$ cat config.mk
export PLATFORM = sky130hd
export DESIGN_NAME = shake_absorb_buffer_ctrl
export DESIGN_NICKNAME = d
export VERILOG_FILES = /design/src/rtl/shake_pkg.sv /design/src/rtl/shake_pad_gen.sv /design/src/rtl/shake_absorb_buffer_ctrl.sv
export SDC_FILE = /design/constraint.sdc
export NUM_CORES = 2
export LEC_CHECK = 0
export CAP_MARGIN = 10
export CORE_AREA = 4 4 554 556
export CTS_BUF_LIST = sky130_fd_sc_hd__clkbuf_4 sky130_fd_sc_hd__clkbuf_8
export CTS_CLUSTER_SIZE = 16
export DETAILED_ROUTE_END_ITERATION = 10
export DIE_AREA = 0 0 558 560
export MAX_ROUTING_LAYER = met4
export PLACE_DENSITY = 0.38
export SLEW_MARGIN = 20
export SYNTH_ARGS = -nofsm -noshare
export SYNTH_HDL_FRONTEND = slang
export SYNTH_SLANG_ARGS = --single-unit
export TNS_END_PERCENT = 10
$ cat constraint.sdc
create_clock -name clk -period 150 [get_ports clk]
set_clock_uncertainty 0.15 [all_clocks]
set_input_delay 45 -clock clk [delete_from_list [all_inputs] [get_ports clk]]
set_output_delay 45 -clock clk [all_outputs]
set_load 0.02 [all_outputs]
$ cat src/rtl/shake_pkg.sv
// Shared constants and state encoding for the SHAKE absorb-side buffer logic.
// Latency: n/a (types and constants only).
// Backpressure: n/a.
package shake_pkg;

  // Rate in 64-bit lanes for each SHAKE variant.
  localparam int RATE_LANES_128 = 21;
  localparam int RATE_LANES_256 = 17;

  // SHAKE domain-separation byte and the final pad bit of a block.
  localparam logic [7:0] DOMAIN_SHAKE = 8'h1F;
  localparam logic [7:0] PAD_FINAL    = 8'h80;

  typedef enum logic [1:0] {
    ST_IDLE,
    ST_FILL,
    ST_FULL,
    ST_PAD
  } absorb_state_t;

endpackage

$ cat src/rtl/shake_pad_gen.sv
// Combinational SHAKE block padder: keeps bytes below the pad position, then applies 0x1F / 0x80.
// Latency: purely combinational, zero cycles.
// Backpressure: none; output follows inputs.
// Ports: blk_in (block with the final word already written), lane_idx (lane of the final word),
//        in_bytes (valid bytes in that word, 0..8), rate (rate in lanes), blk_out (padded block).
module shake_pad_gen
  import shake_pkg::*;
#(
  parameter int W         = 64,
  parameter int MAX_LANES = 21
) (
  input  logic [W*MAX_LANES-1:0]         blk_in,
  input  logic [$clog2(MAX_LANES)-1:0]   lane_idx,
  input  logic [3:0]                     in_bytes,
  input  logic [$clog2(MAX_LANES)-1:0]   rate,
  output logic [W*MAX_LANES-1:0]         blk_out
);
  localparam int LCW = $clog2(MAX_LANES);
  localparam int PW  = LCW + 3;
  localparam int NB  = W * MAX_LANES / 8;

  logic [PW-1:0] pad_pos;
  logic [PW-1:0] end_pos;
  logic [7:0]    byte_v;

  always_comb begin
    pad_pos = {lane_idx, 3'b000} + PW'(in_bytes);
    end_pos = {rate, 3'b000} - PW'(1);
    blk_out = '0;
    byte_v  = 8'h00;
    for (int b = 0; b < NB; b++) begin
      // Bytes at or past the pad position are message garbage or stale; drop them.
      byte_v = (PW'(b) < pad_pos) ? blk_in[8*b +: 8] : 8'h00;
      // XOR (not assign) so that pad_pos == end_pos naturally yields 0x9F.
      if (PW'(b) == pad_pos) byte_v = byte_v ^ DOMAIN_SHAKE;
      if (PW'(b) == end_pos) byte_v = byte_v ^ PAD_FINAL;
      // Lanes beyond the rate never carry data.
      if (PW'(b) > end_pos)  byte_v = 8'h00;
      blk_out[8*b +: 8] = byte_v;
    end
  end

endmodule

$ cat src/rtl/shake_absorb_buffer_ctrl.sv
// Packs a 64-bit LE word stream into a SHAKE rate block, pads the tail, hands blocks to the permute FSM.
// Latency: the word completing a block raises input_buffer_ready on the next cycle; pad-only block 2 cycles after clr.
// Backpressure: in_ready drops while a block is held; resumes the cycle after input_buffer_ready_clr.
// Ports: start/mode begin a message; in_valid/in_ready/in_data/in_last/in_bytes word stream;
//        block_data + input_buffer_ready/last_block_in_input_buffer to consumer, cleared by the two *_clr inputs;
//        busy is high whenever the controller is not idle.
module shake_absorb_buffer_ctrl
  import shake_pkg::*;
#(
  parameter int W         = 64,
  parameter int MAX_LANES = 21
) (
  input  logic                   clk,
  input  logic                   rst,
  input  logic                   start,
  input  logic                   mode,
  input  logic                   in_valid,
  output logic                   in_ready,
  input  logic [W-1:0]           in_data,
  input  logic                   in_last,
  input  logic [3:0]             in_bytes,
  output logic [W*MAX_LANES-1:0] block_data,
  output logic                   input_buffer_ready,
  output logic                   last_block_in_input_buffer,
  input  logic                   input_buffer_ready_clr,
  input  logic                   last_block_in_buffer_clr,
  output logic                   busy
);
  localparam int LCW = $clog2(MAX_LANES);
  localparam int PW  = LCW + 3;

  absorb_state_t          state;
  logic [LCW-1:0]         lane_cnt;
  logic [LCW-1:0]         rate;
  logic                   pad_pending;
  // Remembers that the held block is final even if the consumer already cleared the visible flag.
  logic                   blk_last;

  logic                   word_acc;
  logic [PW-1:0]          pad_pos;
  logic                   last_fits;
  logic [W*MAX_LANES-1:0] blk_with_word;
  logic [W*MAX_LANES-1:0] pad_src;
  logic [W*MAX_LANES-1:0] pad_out;
  logic [LCW-1:0]         pad_lane;
  logic [3:0]             pad_bytes;

  always_comb begin
    word_acc  = (state == ST_FILL) && in_valid && in_ready;
    pad_pos   = {lane_cnt, 3'b000} + PW'(in_bytes);
    last_fits = pad_pos < {rate, 3'b000};

    blk_with_word = block_data;
    for (int i = 0; i < MAX_LANES; i++) begin
      if (lane_cnt == LCW'(i)) blk_with_word[i*W +: W] = in_data;
    end

    // PAD state reuses the padder on an empty block at position 0.
    if (state == ST_PAD) begin
      pad_src   = '0;
      pad_lane  = '0;
      pad_bytes = 4'd0;
    end else begin
      pad_src   = blk_with_word;
      pad_lane  = lane_cnt;
      pad_bytes = in_bytes;
    end
  end

  shake_pad_gen #(
    .W         (W),
    .MAX_LANES (MAX_LANES)
  ) u_pad_gen (
    .blk_in   (pad_src),
    .lane_idx (pad_lane),
    .in_bytes (pad_bytes),
    .rate     (rate),
    .blk_out  (pad_out)
  );

  always_ff @(posedge clk or posedge rst) begin
    if (rst) begin
      state                      <= ST_IDLE;
      lane_cnt                   <= '0;
      rate                       <= LCW'(RATE_LANES_128);
      pad_pending                <= 1'b0;
      blk_last                   <= 1'b0;
      block_data                 <= '0;
      in_ready                   <= 1'b0;
      input_buffer_ready         <= 1'b0;
      last_block_in_input_buffer <= 1'b0;
      busy                       <= 1'b0;
    end else begin
      // A set below (new final block) overrides a coincident clear aimed at an older flag.
      if (last_block_in_buffer_clr) last_block_in_input_buffer <= 1'b0;

      case (state)
        ST_IDLE: begin
          if (start) begin
            rate        <= mode ? LCW'(RATE_LANES_256) : LCW'(RATE_LANES_128);
            block_data  <= '0;
            lane_cnt    <= '0;
            pad_pending <= 1'b0;
            blk_last    <= 1'b0;
            in_ready    <= 1'b1;
            busy        <= 1'b1;
            state       <= ST_FILL;
          end
        end

        ST_FILL: begin
          if (word_acc) begin
            if (in_last) begin
              in_ready           <= 1'b0;
              input_buffer_ready <= 1'b1;
              lane_cnt           <= '0;
              state              <= ST_FULL;
              if (last_fits) begin
                block_data                 <= pad_out;
                last_block_in_input_buffer <= 1'b1;
                blk_last                   <= 1'b1;
              end else begin
                // Message ends exactly on the block boundary: padding goes in a block of its own.
                block_data  <= blk_with_word;
                pad_pending <= 1'b1;
              end
            end else if (lane_cnt == rate - 1'b1) begin
              block_data         <= blk_with_word;
              in_ready           <= 1'b0;
              input_buffer_ready <= 1'b1;
              lane_cnt           <= '0;
              state              <= ST_FULL;
            end else begin
              block_data <= blk_with_word;
              lane_cnt   <= lane_cnt + 1'b1;
            end
          end
        end

        ST_FULL: begin
          if (input_buffer_ready_clr) begin
            input_buffer_ready <= 1'b0;
            block_data         <= '0;
            if (pad_pending) begin
              state <= ST_PAD;
            end else if (blk_last) begin
              blk_last <= 1'b0;
              busy     <= 1'b0;
              state    <= ST_IDLE;
            end else begin
              in_ready <= 1'b1;
              state    <= ST_FILL;
            end
          end
        end

        ST_PAD: begin
          block_data                 <= pad_out;
          input_buffer_ready         <= 1'b1;
          last_block_in_input_buffer <= 1'b1;
          blk_last                   <= 1'b1;
          pad_pending                <= 1'b0;
          state                      <= ST_FULL;
        end

        default: state <= ST_IDLE;
      endcase
    end
  end

endmodule

# Word level (Yosys, flattened, before mapping)
# Index checks and enable logic that the tools add are counted.
# word_totals
wordCells	1825
regBits	1362
# op_classes
reduce_logical	20
eq_ne	368
addsub	5
muxes	749
order_cmp	337
n_bitwise	336
# ops
cell	count
two-way mux 1344 bit	6
one-hot mux 1344 bit (4 select lines)	1
two-way mux 8 bit	504
two-way mux 64 bit	21
== test 7 x 8 -> 1 bit (first input constant)	128
two-way mux 5 bit	173
NOT 5 bit	168
== test 8 bit (first input constant)	80
== test 6 x 8 -> 1 bit (first input constant)	64
> comparator 7 x 8 -> 1 bit (first input constant)	64
less-than comparator 7 x 8 -> 1 bit (first input constant)	64
> comparator 8 bit (first input constant)	40
less-than comparator 8 bit (first input constant)	40
== test 5 x 8 -> 1 bit (first input constant)	32
> comparator 6 x 8 -> 1 bit (first input constant)	32
less-than comparator 6 x 8 -> 1 bit (first input constant)	32
NOT 1 bit	168
== test 4 x 8 -> 1 bit (first input constant)	16
> comparator 5 x 8 -> 1 bit (first input constant)	16
less-than comparator 5 x 8 -> 1 bit (first input constant)	16
== test 3 x 8 -> 1 bit (first input constant)	8
> comparator 4 x 8 -> 1 bit (first input constant)	8
less-than comparator 4 x 8 -> 1 bit (first input constant)	8
== test 5 x 4 -> 1 bit (second input constant)	8
other kinds (43)	118

# Longest topological paths before layout
# logic_depth
ltp_word	13
mapped_depth	21
mapped_depth_nobuf	10

# Modules after synthesis
# Synthesis repeated with hierarchy kept, for this count alone.
# unflattened
hier_cells	16158
hier_area_um2	122545.0
# by_module_without_submodules
module	area_per_inst_um2	cells_per_inst	n_inst
shake_absorb_buffer_ctrl	104695.4	12975	1
shake_pad_gen	17849.6	3183	1

# Least setup slack after synthesis
# Ideal clock, no wire load.
# synth_path
path_type	input to register
start	input port in_bytes[3]
end	register block_data[537]
required_time_ps	149724
cell_stages	13
path_buffers	5
slack_ps	102179
arrival_time_ps	47545
cell_sequence	and2_1 -> ha_1 -> ha_1 -> buf_2 -> and3_1 -> buf_2 -> mux2_4 -> buf_4 -> buf_6 -> buf_2 -> o31ai_2 -> o21ai_1 -> a221o_1
# synth_between
elab_chain_cells	12
elab_cells_between_ends	15
cone_classes	2 x add/sub; 2 x order compare; 1 x eq/ne; 9 x mux; 1 x bitwise
# synth_lines
element	line_no	text
start, declared	shake_absorb_buffer_ctrl.sv:21	input logic [3:0] in_bytes,
two-way mux 4 bit	shake_absorb_buffer_ctrl.sv:59	if (state == ST_PAD) begin
adder 8 x 4 -> 8 bit	shake_pad_gen.sv:27	pad_pos = {lane_idx, 3'b000} + PW'(in_bytes);
less-than comparator 7 x 8 -> 1 bit	shake_pad_gen.sv:33	byte_v = (PW'(b) < pad_pos) ? blk_in[8*b +: 8] : 8'h00;
two-way mux 8 bit	shake_pad_gen.sv:33	
NOT 5 bit (no line)	--	
two-way mux 5 bit	shake_pad_gen.sv:35	if (PW'(b) == pad_pos) byte_v = byte_v ^ DOMAIN_SHAKE;
two-way mux 8 bit	shake_pad_gen.sv:36	if (PW'(b) == end_pos) byte_v = byte_v ^ PAD_FINAL;
two-way mux 8 bit	shake_pad_gen.sv:38	if (PW'(b) > end_pos) byte_v = 8'h00;
two-way mux 1344 bit	shake_absorb_buffer_ctrl.sv:118	if (last_fits) begin
two-way mux 1344 bit	shake_absorb_buffer_ctrl.sv:113	if (in_last) begin
two-way mux 1344 bit	shake_absorb_buffer_ctrl.sv:112	if (word_acc) begin
one-hot mux 1344 bit (4 select lines) (*)	shake_absorb_buffer_ctrl.sv:97	case (state)
end signal, assigned	shake_absorb_buffer_ctrl.sv:119	block_data <= pad_out;
end signal, assigned	shake_absorb_buffer_ctrl.sv:124	block_data <= blk_with_word;
end signal, assigned	shake_absorb_buffer_ctrl.sv:128	block_data <= blk_with_word;
end, declared	shake_absorb_buffer_ctrl.sv:22	output logic [W*MAX_LANES-1:0] block_data,
# Every way passes the cells marked *; elsewhere a longest branch is shown, timed or not. The select of a mux whose other input is x is not followed.
# A chain may end at the register's enable or synchronous reset.

# Worst setup path in the final report
# layout_path
start	input port in_bytes[3]
end	register block_data[298]
# layout_between
elab_chain_cells	12
elab_cells_between_ends	15
cone_classes	2 x add/sub; 2 x order compare; 1 x eq/ne; 9 x mux; 1 x bitwise
# layout_lines
element	line_no
two-way mux 4 bit	shake_absorb_buffer_ctrl.sv:59
adder 8 x 4 -> 8 bit	shake_pad_gen.sv:27
less-than comparator 6 x 8 -> 1 bit	shake_pad_gen.sv:33
two-way mux 8 bit	shake_pad_gen.sv:33
NOT 5 bit (no line)	--
two-way mux 5 bit	shake_pad_gen.sv:35
two-way mux 8 bit	shake_pad_gen.sv:36
two-way mux 8 bit	shake_pad_gen.sv:38
two-way mux 1344 bit	shake_absorb_buffer_ctrl.sv:118
two-way mux 1344 bit	shake_absorb_buffer_ctrl.sv:113
two-way mux 1344 bit	shake_absorb_buffer_ctrl.sv:112
one-hot mux 1344 bit (4 select lines) (*)	shake_absorb_buffer_ctrl.sv:97
# Marks and branches as above.

==> impl_metrics.yaml <==
run_status:
  outcome: "complete, no violations"
global_routing:
  gr-usage-met2: 0.490
  grtUsageMet1: 0.419
  grt_util_all_layers: 0.346
  grt_pass1_vias: 63311
  overflow: 0
  grt_util_met3: 0.145
  antenna_found_initial: 60
  grt_max_degree: 173
  grt_pass1_wl_um: 696000
  busiest_layer: "met2"
drt:
  viasPerCell: 5.76
  wl_per_cell_um: 48.0
  firstDrtPassIters: 7
  postRouteAntennaNets: 0
  routed-via-count: 65764
  drt_iter0_markers: 8689
  drc: 0
  wirelength_um: 548000
critical_path:
  rr_endpoint: "block_data[298]"
  crit_path_end_kind: "register"
  r2r-start: "state[0]"
  cp.required_ns: 150.83
  reg2reg_slack_ns: 142.44
  arrival_ns: 51.43
  cp_max_fo: 8
  critPathKind: "in -> reg"
  startpoint_type: "input pin"
  r2r_cells: 10
pwr:
  power_mw: 1.56
  p_per_area_nw_per_um2: 17.7
  power.leakage_nw: 37.8
  peakVddDrop_mv: 0.0155
logic_synthesis:
  async_flop_share: 1.00
  synthTopCellsByArea: "dfrtp_1 55%, a221o_1 8.1%, a22o_1 7.9%, nand2_1 2.7%, nor2_1 2.7%"
  synth_nets: 5709
  synth_area_per_cell_um2: 11.0
  syn_area_um2: 62000
  netlist.area_leader.share: 0.548
  syn_inst: 5623
  synth_most_common_cell: "dfrtp_1"
  ys.flop_type: "dfrtp_1"
  yosys-top-cells-count: "1357 x dfrtp_1, 559 x a22o_1, 502 x a221o_1, 444 x nand2_1, 441 x nor2_1"
  synth_warnings: 0
  synth_enable_flop_cells: 0
  ys_seq_area_frac: 0.548
  ys_types: 95
  yosysTopAreaCell: "dfrtp_1"
  ys_ff_latch: 1358
cts:
  post_cts_resized: 0
  hold_buffers: 0
  clk_pin_slew_ns: 0.06
  cts_sinks: 1358
  cts_root_buffer: "clkbuf_8"
  cts_setup_buffers: 0
  cts.htree.levels: 5
  cts_buffers: 283
  clock_latency_ns: 1.06
  cts_buffer_depth: 4
  cts_tree: "yes"
timing:
  grt_setup_unrepaired: "false"
  min_period_over_period: 0.337
  tightest_slew_ns: 1.39
  slew_violations: 0
  setup_viol: 0
  timing.fmax_ghz: 0.0198
  slew_headroom: 0.0752
  hold_viol: 0
  setup_tns_ns: 0
  setup_slack_ns: 99.40
  finalCriticalPeriod_ns: 50.60
floorplanning:
  die_area_um2: 312000
  die_w_um: 558
  rows: 202
  core_area_um2: 302000
  die_h_um: 560
  start_util: 0.205
  ios: 1424
final_layout:
  final_cells: 11409
  drive_gt1_frac: 0.135
  area_growth_pct: 42.3
  layout.nets: 7252
job:
  drv_cap: 0
worst_hold_path:
  whs_path_depth: 1
  hp-class: "reg -> reg"
  whs_endpoint: "block_data[1048]"
  min_from: "block_data[1048]"
placed_design:
  routabilityCongestion: 1.01
  dp.cells: 10859
  port_buffers: 1423
  place_hpwl_um: 409000
  post-place-ws_ns: 98.95
area by class of cell:
| cell class | instances | area, µm² |
|---|---|---|
| antenna | 63 | 158 |
| clock buffer | 426 | 5380 |
| clock inverter | 61 | 556 |
| fill | 31243 | 214000 |
| inverter | 22 | 90.1 |
| multi-input combinational | 3782 | 26500 |
| sequential | 1358 | 34000 |
| tap | 3978 | 4980 |
| timing repair buffer | 1719 | 16500 |
cells in the final DEF (no fill, tap or decap), types with 42 or more instances in the layout:
cell and instances:
nand4_1 47, nor2_1 428, o211ai_1 45, a32o_1 115, buf_4 287, clkbuf_4 77, clkbuf_8 349, nand3_1 117
dfrtp_1 1356, a21oi_1 221, diode_2 63, nor3_1 138, a21o_1 42, nand2_1 430, o21ai_0 214, mux2i_1 108
a22o_1 559, a211o_1 55, clkdlybuf4s50_1 1414, a221o_1 502, o21ai_1 125
critical path, stage by stage:
cell and delay, ns:
clkdlybuf4s50_1 0.69, and2_1 0.24, ha_4 0.15, ha_2 0.41, xor2_1 0.75, nand2_1 0.93, nor3_2 1.04, nand3_1 1.09
nor2_1 0.89, a221o_1 0.20
state kept, by name (all words and copies together), names as in the netlist:
name	cells
state	2
pad_pending	1
rate	1
blk_last	1
last_block_in_input_buffer	1
in_ready	1
input_buffer_ready	1
block_data	1344
busy	1
lane_cnt	5
power by group:
part / leakage [nW] / switching [mW] / internal (mW)
registers: 18.9 / 0.0194 / 0.386
clock network: 3.16 / 0.195 / 0.237
logic: 15.7 / 0.594 / 0.132
stage by stage:
step	hold slack (ns)	util	instance area, µm²
finish	0.332	0.292	88200
CTS	0.331	0.291	87900
global route	0.345	0.292	88100
detailed placement	0.319	0.272	82000
floorplan	0.372	-	62000
global placement	0.317	0.271	81900
worst max-delay path by stage:
stage | from | to | slack (ns)
5_1_grt | in_bytes[3] | block_data[298] | 99.79
6_report | in_bytes[3] | block_data[298] | 99.40
3_3_place_gp | in_bytes[3] | block_data[675] | 98.74
4_1_cts | in_bytes[3] | block_data[298] | 100.09
2_1_floorplan | rst | blk_last | 66.57
3_5_place_dp | in_bytes[3] | block_data[300] | 98.95
kinds of logic after synthesis:
kind of cell,count (synthesis),share of synthesized area
AO/OA/AOI/OAI,2233,0.290
XOR/XNOR,13,0.00184
adder cells (fa/ha/maj),10,0.00202
buffers and inverters,483,0.0327
flip-flops,1358,0.548
multiplexers,141,0.0239
AND/OR/NAND/NOR,1385,0.101
metal layers:
| layer | wire length, µm | share of wire |
|---|---|---|
| met5 | 0 | 0 |
| met4 | 34400 | 0.063 |
| met3 | 67700 | 0.12 |
| met2 | 230000 | 0.42 |
| met1 | 216000 | 0.39 |
Power figures use the tool's default switching activity.
